[src/rtl/mips_wb_pkg.sv]
// rtl/mips_wb_pkg.sv - shared writeback types and widths
package mips_wb_pkg;

    localparam int REG_ADDR_W = 5;
    localparam int DATA_W     = 32;
    localparam int NUM_REGS   = 2 ** REG_ADDR_W;

    typedef struct packed {
        logic [REG_ADDR_W-1:0] rd;
        logic [DATA_W-1:0]     data;
    } wb_req_t;

endpackage

[src/rtl/wb_fifo.sv]
// rtl/wb_fifo.sv - small FIFO of writeback requests
module wb_fifo
    import mips_wb_pkg::*;
#(
    parameter int DEPTH = 4
) (
    input  logic                   clk,
    input  logic                   rst_n,
    input  logic                   push,
    input  wb_req_t                push_req,
    input  logic                   pop,
    output wb_req_t                head,
    output logic                   full,
    output logic                   empty,
    output logic [$clog2(DEPTH):0] count
);

    localparam int PTR_W = $clog2(DEPTH);
    localparam int CNT_W = PTR_W + 1;

    wb_req_t          mem [DEPTH];
    logic [PTR_W-1:0] wr_ptr;
    logic [PTR_W-1:0] rd_ptr;
    logic             do_push;
    logic             do_pop;

    assign full    = (count == CNT_W'(DEPTH));
    assign empty   = (count == '0);
    assign do_push = push && !full;
    assign do_pop  = pop && !empty;
    assign head    = mem[rd_ptr];

    // Storage is not reset: stale entries are unreachable once the pointers clear.
    always_ff @(posedge clk) begin
        if (do_push) begin
            mem[wr_ptr] <= push_req;
        end
    end

    always_ff @(posedge clk) begin
        if (!rst_n) begin
            wr_ptr <= '0;
            rd_ptr <= '0;
            count  <= '0;
        end else begin
            if (do_push) begin
                wr_ptr <= wr_ptr + PTR_W'(1);
            end
            if (do_pop) begin
                rd_ptr <= rd_ptr + PTR_W'(1);
            end
            case ({do_push, do_pop})
                2'b10:   count <= count + CNT_W'(1);
                2'b01:   count <= count - CNT_W'(1);
                default: count <= count;
            endcase
        end
    end

endmodule

[src/rtl/wb_write_arbiter.sv]
// rtl/wb_write_arbiter.sv - register-file write port arbiter with pending scoreboard
module wb_write_arbiter
    import mips_wb_pkg::*;
#(
    parameter int FIFO_DEPTH = 4
) (
    input  logic                  clk,
    input  logic                  rst_n,
    input  logic                  alu_valid,
    input  logic [REG_ADDR_W-1:0] alu_reg,
    input  logic [DATA_W-1:0]     alu_data,
    input  logic                  llu_valid,
    output logic                  llu_ready,
    input  logic [REG_ADDR_W-1:0] llu_reg,
    input  logic [DATA_W-1:0]     llu_data,
    input  logic                  reserve_valid,
    input  logic [REG_ADDR_W-1:0] reserve_reg,
    input  logic [REG_ADDR_W-1:0] rs,
    input  logic [REG_ADDR_W-1:0] rt,
    output logic                  stall,
    output logic                  reg_write,
    output logic [REG_ADDR_W-1:0] write_reg,
    output logic [DATA_W-1:0]     write_data
);

    localparam int CNT_W = $clog2(FIFO_DEPTH) + 1;

    wb_req_t              llu_req;
    wb_req_t              fifo_head;
    wb_req_t              commit_req;
    logic                 fifo_push;
    logic                 fifo_pop;
    logic                 fifo_full;
    logic                 fifo_empty;
    logic [CNT_W-1:0]     fifo_count;
    logic                 commit;
    logic [NUM_REGS-1:0]  pending;
    logic [NUM_REGS-1:0]  pending_next;

    wb_fifo #(
        .DEPTH(FIFO_DEPTH)
    ) u_fifo (
        .clk      (clk),
        .rst_n    (rst_n),
        .push     (fifo_push),
        .push_req (llu_req),
        .pop      (fifo_pop),
        .head     (fifo_head),
        .full     (fifo_full),
        .empty    (fifo_empty),
        .count    (fifo_count)
    );

    // Ready comes from the registered count, so a pop while full never opens the door that cycle.
    assign llu_ready = rst_n && (fifo_count < CNT_W'(FIFO_DEPTH));
    assign fifo_push = llu_valid && llu_ready && !fifo_full;
    assign fifo_pop  = !alu_valid && !fifo_empty;
    assign stall     = pending[rs] | pending[rt];

    always_comb begin
        llu_req.rd   = llu_reg;
        llu_req.data = llu_data;
        commit       = alu_valid || !fifo_empty;
        if (alu_valid) begin
            commit_req.rd   = alu_reg;
            commit_req.data = alu_data;
        end else begin
            commit_req = fifo_head;
        end
    end

    // A reservation issued on the clearing edge is a new outstanding op, so set follows clear.
    always_comb begin
        pending_next = pending;
        if (fifo_pop) begin
            pending_next[fifo_head.rd] = 1'b0;
        end
        if (reserve_valid) begin
            pending_next[reserve_reg] = 1'b1;
        end
        pending_next[0] = 1'b0;
    end

    always_ff @(posedge clk) begin
        if (!rst_n) begin
            reg_write  <= 1'b0;
            write_reg  <= '0;
            write_data <= '0;
            pending    <= '0;
        end else begin
            pending   <= pending_next;
            reg_write <= commit && (commit_req.rd != '0);
            if (commit) begin
                write_reg  <= commit_req.rd;
                write_data <= commit_req.data;
            end
        end
    end

endmodule

[config.mk]
export PLATFORM = sky130hd
export DESIGN_NAME = wb_write_arbiter
export DESIGN_NICKNAME = d
export VERILOG_FILES = /design/src/rtl/mips_wb_pkg.sv /design/src/rtl/wb_fifo.sv /design/src/rtl/wb_write_arbiter.sv
export SDC_FILE = /design/constraint.sdc
export NUM_CORES = 1
export LEC_CHECK = 0
export ABC_CLOCK_PERIOD_IN_PS = 4100
export BUFFER_PORTS_ARGS = -buffer_cell sky130_fd_sc_hd__buf_2
export CORE_MARGIN = 2
export CORE_UTILIZATION = 60
export CTS_CLUSTER_SIZE = 30
export DETAILED_ROUTE_END_ITERATION = 16
export PLACE_DENSITY = 0.89
export SLEW_MARGIN = 20
export SYNTH_ARGS = -nofsm -noshare
export SYNTH_HDL_FRONTEND = slang
export SYNTH_SLANG_ARGS = --single-unit
[constraint.sdc]
create_clock -name clk -period 4.1 [get_ports clk]
set_input_delay 0.82 -clock clk [delete_from_list [all_inputs] [get_ports clk]]
set_output_delay 0.82 -clock clk [all_outputs]
set_load 0.05 [all_outputs]
; ---- Yosys cells after proc, flatten, opt, wreduce, memory -nomap -nowiden
; Memories as Yosys holds them, arrays and structs flattened. A register that Yosys moved wholly into a read port is not among the register bits.
; Index checks and enable logic that the tools add are counted.
[op_classes]
n_eq_ne = 3
bitwise = 4
n_addsub = 4
n_lt_le_gt_ge = 7
muxes = 16
reduce_logical = 16
[ops]
columns = cell, count
row1 = $mux 32, 2
row2 = $mux 37, 1
row3 = $and 32x32->32, 1
row4 = $not 32->32, 1
row5 = $or 32x32->32, 1
row6 = $lt 5x6->1 const B, 4
row7 = $bmux 1 s5, 2
row8 = $demux 1 s5, 2
row9 = $ge 5x1->1 const B, 2
row10 = $logic_and 1x1->1, 9
row11 = $mux 1, 6
row12 = $pmux 3 s2, 1
row13 = $reduce_bool 5->1, 1
row14 = $add 2x1->2 const B, 2
row15 = $mux 2, 2
row16 = $add 3x1->3 const B, 1
row17 = $eq 3x3->1 const B, 1
row18 = $logic_not 1->1, 3
row19 = $logic_not 3->1, 1
row20 = $lt 3x3->1 const B, 1
row21 = $sub 3x1->3 const B, 1
row22 = $eq 2x1->1 const B, 1
row23 = $eq 2x2->1 const B, 1
row24 = $reduce_bool 2->1, 1
row25 = other kinds (2), 2
[totals]
wordCells = 59
ramBits = 148
in_bits = 94
mem_count = 1
regBits = 77
output_inout_bits = 40
[memory_table]
columns = memory, words, word_bits, rd, rd_clocked_by_memory_dff, wr, line
row1 = u_fifo.mem, 4, 37, 1, 1, 1, wb_fifo.sv:21  ; wb_req_t mem [DEPTH];

; ---- Depth between registers and ports, before layout
[logic_depth]
word_depth = 9
ltp_mapped = 10
mapped_depth_nobuf = 9

; ---- By module
; From an unflattened synthesis, not the netlist that was laid out.
[hier_totals]
hier_cells = 642
area_unflattened_um2 = 9551.7
[modules_own_cells]
columns = module, instances, cells_per_inst, seq_area_each_um2, area_each_um2
row1 = wb_fifo, 1, 247, 4624.4, 5863.1
row2 = wb_write_arbiter, 1, 395, 1381.3, 3688.5

; ---- Worst setup path after synthesis
; No wires, ideal clock.
[synth_timing]
path_kind = input port to flip-flop
start = input rst_n
end = memory u_fifo.mem[0][0] (netlist bit), enable pin
t_arrival_ns = 2.985
path_buffers = 1
setup_slack_ns = 0.717
setup_time_ns = 0.398
required_ns = 3.702
cell_stages = 3
cell_sequence = clkbuf_1 > nor2b_1 > and3_1
[synth_between]
elab_chain_cells = 6
[synth_lines]
columns = item, line
row1 = "start, declared", wb_write_arbiter.sv:8  ; input logic rst_n,
row2 = $logic_and 1x1->1, wb_write_arbiter.sv:55  ; assign llu_ready = rst_n && (fifo_count < CNT_W'(FIFO_DEPTH));
row3 = net llu_ready, wb_write_arbiter.sv:13  ; output logic llu_ready,
row4 = $logic_and 1x1->1 (2 in a row), wb_write_arbiter.sv:56  ; assign fifo_push = llu_valid && llu_ready && !fifo_full;
row5 = $logic_and 1x1->1, wb_fifo.sv:29  ; assign do_push = push && !full;
row6 = $mux 1, wb_fifo.sv:35  ; if (do_push) begin
row7 = $mux 1 (not written as such), wb_fifo.sv:36  ; mem[wr_ptr] <= push_req;
row8 = "end, declared", wb_fifo.sv:21
; The timed path passes the listed nets, and every way through them passes these cells.

; ---- Final worst setup path
[layout_timing]
start = input rt[0]
end = output stall
[layout_between]
elab_chain_cells = 3
[layout_lines]
columns = item, line
row1 = "start, declared", wb_write_arbiter.sv:19  ; input logic [REG_ADDR_W-1:0] rt,
row2 = $bmux 1 s5, wb_write_arbiter.sv:58  ; assign stall = pending[rs] | pending[rt];
row3 = $mux 1 (not written as such), wb_write_arbiter.sv:58
row4 = $or 1x1->1, wb_write_arbiter.sv:58
row5 = "end, declared", wb_write_arbiter.sv:20  ; output logic stall,
; No other way between the ends. The select of a mux whose other input is x is not followed.

==> out/results.ini <==
[final_layout]
area_growth_pct = 17.6
largest_register_ffs = 148
regArea_mm2 = 0.00601
final_common_cell = edfxtp_1
fin_nets = 829
largest_register = u_fifo.mem
multi_input_area_mm2 = 0.00320
n_antenna_cell = 0
layout_common_cells = edfxtp_1, buf_2, dfxtp_1
fillers = 915
final_util_pct = 72.5
drive_gt1_share_pct = 33.2
reg.largest.list = u_fifo.mem x148, write_data x32, pending x31

[sta]
post-route-period-util_pct = 75.7
hold_viol_final = 0
worst_pin_slew_ns = 1.05
fmax_mhz = 322
skew_ns = 0.00837
worst_slack_ns = 0.996
setup_viol = 0
rsz0062_at_grt = false
slew_violations = 0
holdWs_ns = 0.495
relSlewSlack_pct = 30.2
fin_setup_tns_ns = 0
final.min_clock_period_ns = 3.10

[die]
die_width_um = 129
fp.dieH_um = 129
core_mm2 = 0.0153
ios = 134
die_area_mm2 = 0.0167
initial_utilization_pct = 61.7
std_cell_rows = 45

[cts]
cts.repair.resized = 0
cts_sinks = 226
clkLatencyLatePin_ns = 0.50
clk_pin_slew_ns = 0.06
cts_htree_levels = 1
cts_setup_buffers = 0
clk_path_buf_depth = 3
cts_tree = built
cts-root-buf = clkbuf_16
cts_buffers = 23
cts_hold_buffers = 0

[routing]
drt_iter0_drc = 499
vias_per_cell = 6.38
wl_mm = 22.5
ant_nets = 0
vias = 6105
drt_pass1_iterations = 7
routedWlPerCell_um = 23.5
drc = 0

[yosys]
avgSynthCellArea_um2 = 15.6
ys_ff_latch = 226
synth_edf_count = 148
synthMuxAreaShare_pct = 16.6
synth_cells = 605
syn_nets = 705
synth_top_family_by_area = multiplexers
seq_area_frac_synth_pct = 63.8
yosys_warnings = 0
synth.distinct_cells = 46
synth_fa_ha_area_share_pct = 0.878
synth-xor-area-share_pct = 0.465
synth-simple-area-share_pct = 7.69
yosys_most_used_dff = edfxtp_1
synthArstFlopShare_pct = 0
synth-compound-area-share_pct = 8.35
syn_area_mm2 = 0.00941

[pwr]
irDropWorstVdd_mv = 0.571
power.leakage_uw = 0.00429
p_per_area_mw_per_mm2 = 620
p_sw_uw = 2170
power_frac_comb_pct = 25.6
p_clk_share_pct = 33.3
intPower_uw = 4690
p_total_uw = 6860
swShare_pct = 31.7
pwr-share-seq_pct = 41.1

[worst_setup_path]
crit_path_end_kind = primary output
reg2reg_depth = 8
start_kind = input pin
path_max_fanout = 5
cp_slowest_stage_delay_ns = 0.51
cp.depth = 6
crit_required_ns = 3.28
path_class = input pin to primary output
critical_path_buf_inv_count = 2
crit_chain = buf_2 > mux4_2 > mux2_2 > a31oi_1 > o2111ai_1 > buf_2
cp.arrival_ns = 2.28
crit_family = multiplexers
cpMostUsedCell = buf_2
slowest_stage = mux4_2

[grt]
track_usage_pct = 27.7
antenna_found_initial = 0
grt_pass1_vias = 6247
grt_pass1_wl_mm = 34.7
grt_remaining_overflow = 0
grt_max_degree = 81

[hold_path]
min_path_type = flop to flop
hold_depth = 1

[flow_run]
drv_cap = 0

[place]
port_buffers = 133
hpwl_mm = 14.0
gp_congestion = 0.904
post-place-ws_ns = 0.980

[run_status]
status = finished, final reports clean

==> cells by family (layout without fill, tap and decap cells) <==
| logic type | after synthesis | after routing |
|---|---|---|
| AOI/OAI and AO/OA | 97 | 97 |
| buffers and inverters | 50 | 191 |
| muxes | 92 | 92 |
| xor gates and xnor gates | 5 | 5 |
| adders and majority gates | 6 | 6 |
| DFF | 226 | 226 |
| and+or+nand+nor | 129 | 129 |
==> path summary, 6_finish.rpt <==
path                                     start                            to  slack, ns
setup / recovery                         rt[0]                         stall        1.0
setup reg to reg  u_fifo.count[0]$_SDFFE_PN0P_  u_fifo.count[2]$_SDFFE_PN0P_       1.58
hold reg to reg    write_data[30]$_SDFFE_PN0P_   write_data[30]$_SDFFE_PN0P_       0.49
hold / removal     write_data[30]$_SDFFE_PN0P_   write_data[30]$_SDFFE_PN0P_       0.49
==> Yosys cell counts (7+ instances only) <==
library cell / n / area, µm²
edfxtp_1: 148 / 4440
dfxtp_1: 78 / 1560
nand2_1: 55 / 206
mux4_2: 51 / 1150
mux2i_1: 39 / 390
o211a_1: 36 / 360
clkbuf_1: 31 / 116
o21ai_0: 23 / 115
o211ai_1: 19 / 143
a32o_1: 11 / 110
inv_1: 10 / 37.5
nand3b_1: 10 / 75.1
nand3_1: 9 / 45.0
and2_1: 8 / 50.1
nor2_1: 8 / 30.0
buf_2: 7 / 35.0
nand2b_1: 7 / 43.8
==> worst reg2reg max path, cell delays in order (launching register included) <==
cell and delay (ns):
dfxtp_1 0.35, nor3_2 0.62, nor2_1 0.28, ha_1 0.33, inv_1 0.10, fa_1 0.21
xor2_1 0.08, or3_1 0.31, a21boi_0 0.16
==> per-layer routing <==
layer / global-route usage (%) / up-vias / part of all wire (%)
met2: 47.2 / 343 / 51
met3: 4.29 / 59 / 7.7
met5: 0 / - / 0
met1: 35.9 / 3074 / 38
li1: - / 2629 / -
met4: 11.3 / 0 / 3.0
==> layout make-up <==
cell class	count	area share, %
multi-input combinational	329	29.0
timing repair buffer	139	6.53
tap	211	2.39
clock buffer	24	5.23
sequential	226	54.3
clock inverter	18	2.27
inverter	10	0.339
==> metrics by stage <==
step	cells	area (µm²)
after detailed placement	915	10200
final	957	11100
after global placement	915	10200
after global routing	957	11100
after floorplan	605	9410
after CTS	957	11100
==> power groups by stage <==
stage / combinational [µW] / sequential, µW / clock, µW
CTS: 1760 / 2820 / 2300
global route: 1860 / 2850 / 2360
global placement: 1670 / 2840 / 0
floorplan: 915 / 3220 / 0
detailed placement: 1730 / 2860 / 0
finish: 1760 / 2820 / 2280
No activity file was read; power rests on OpenSTA's default activity.
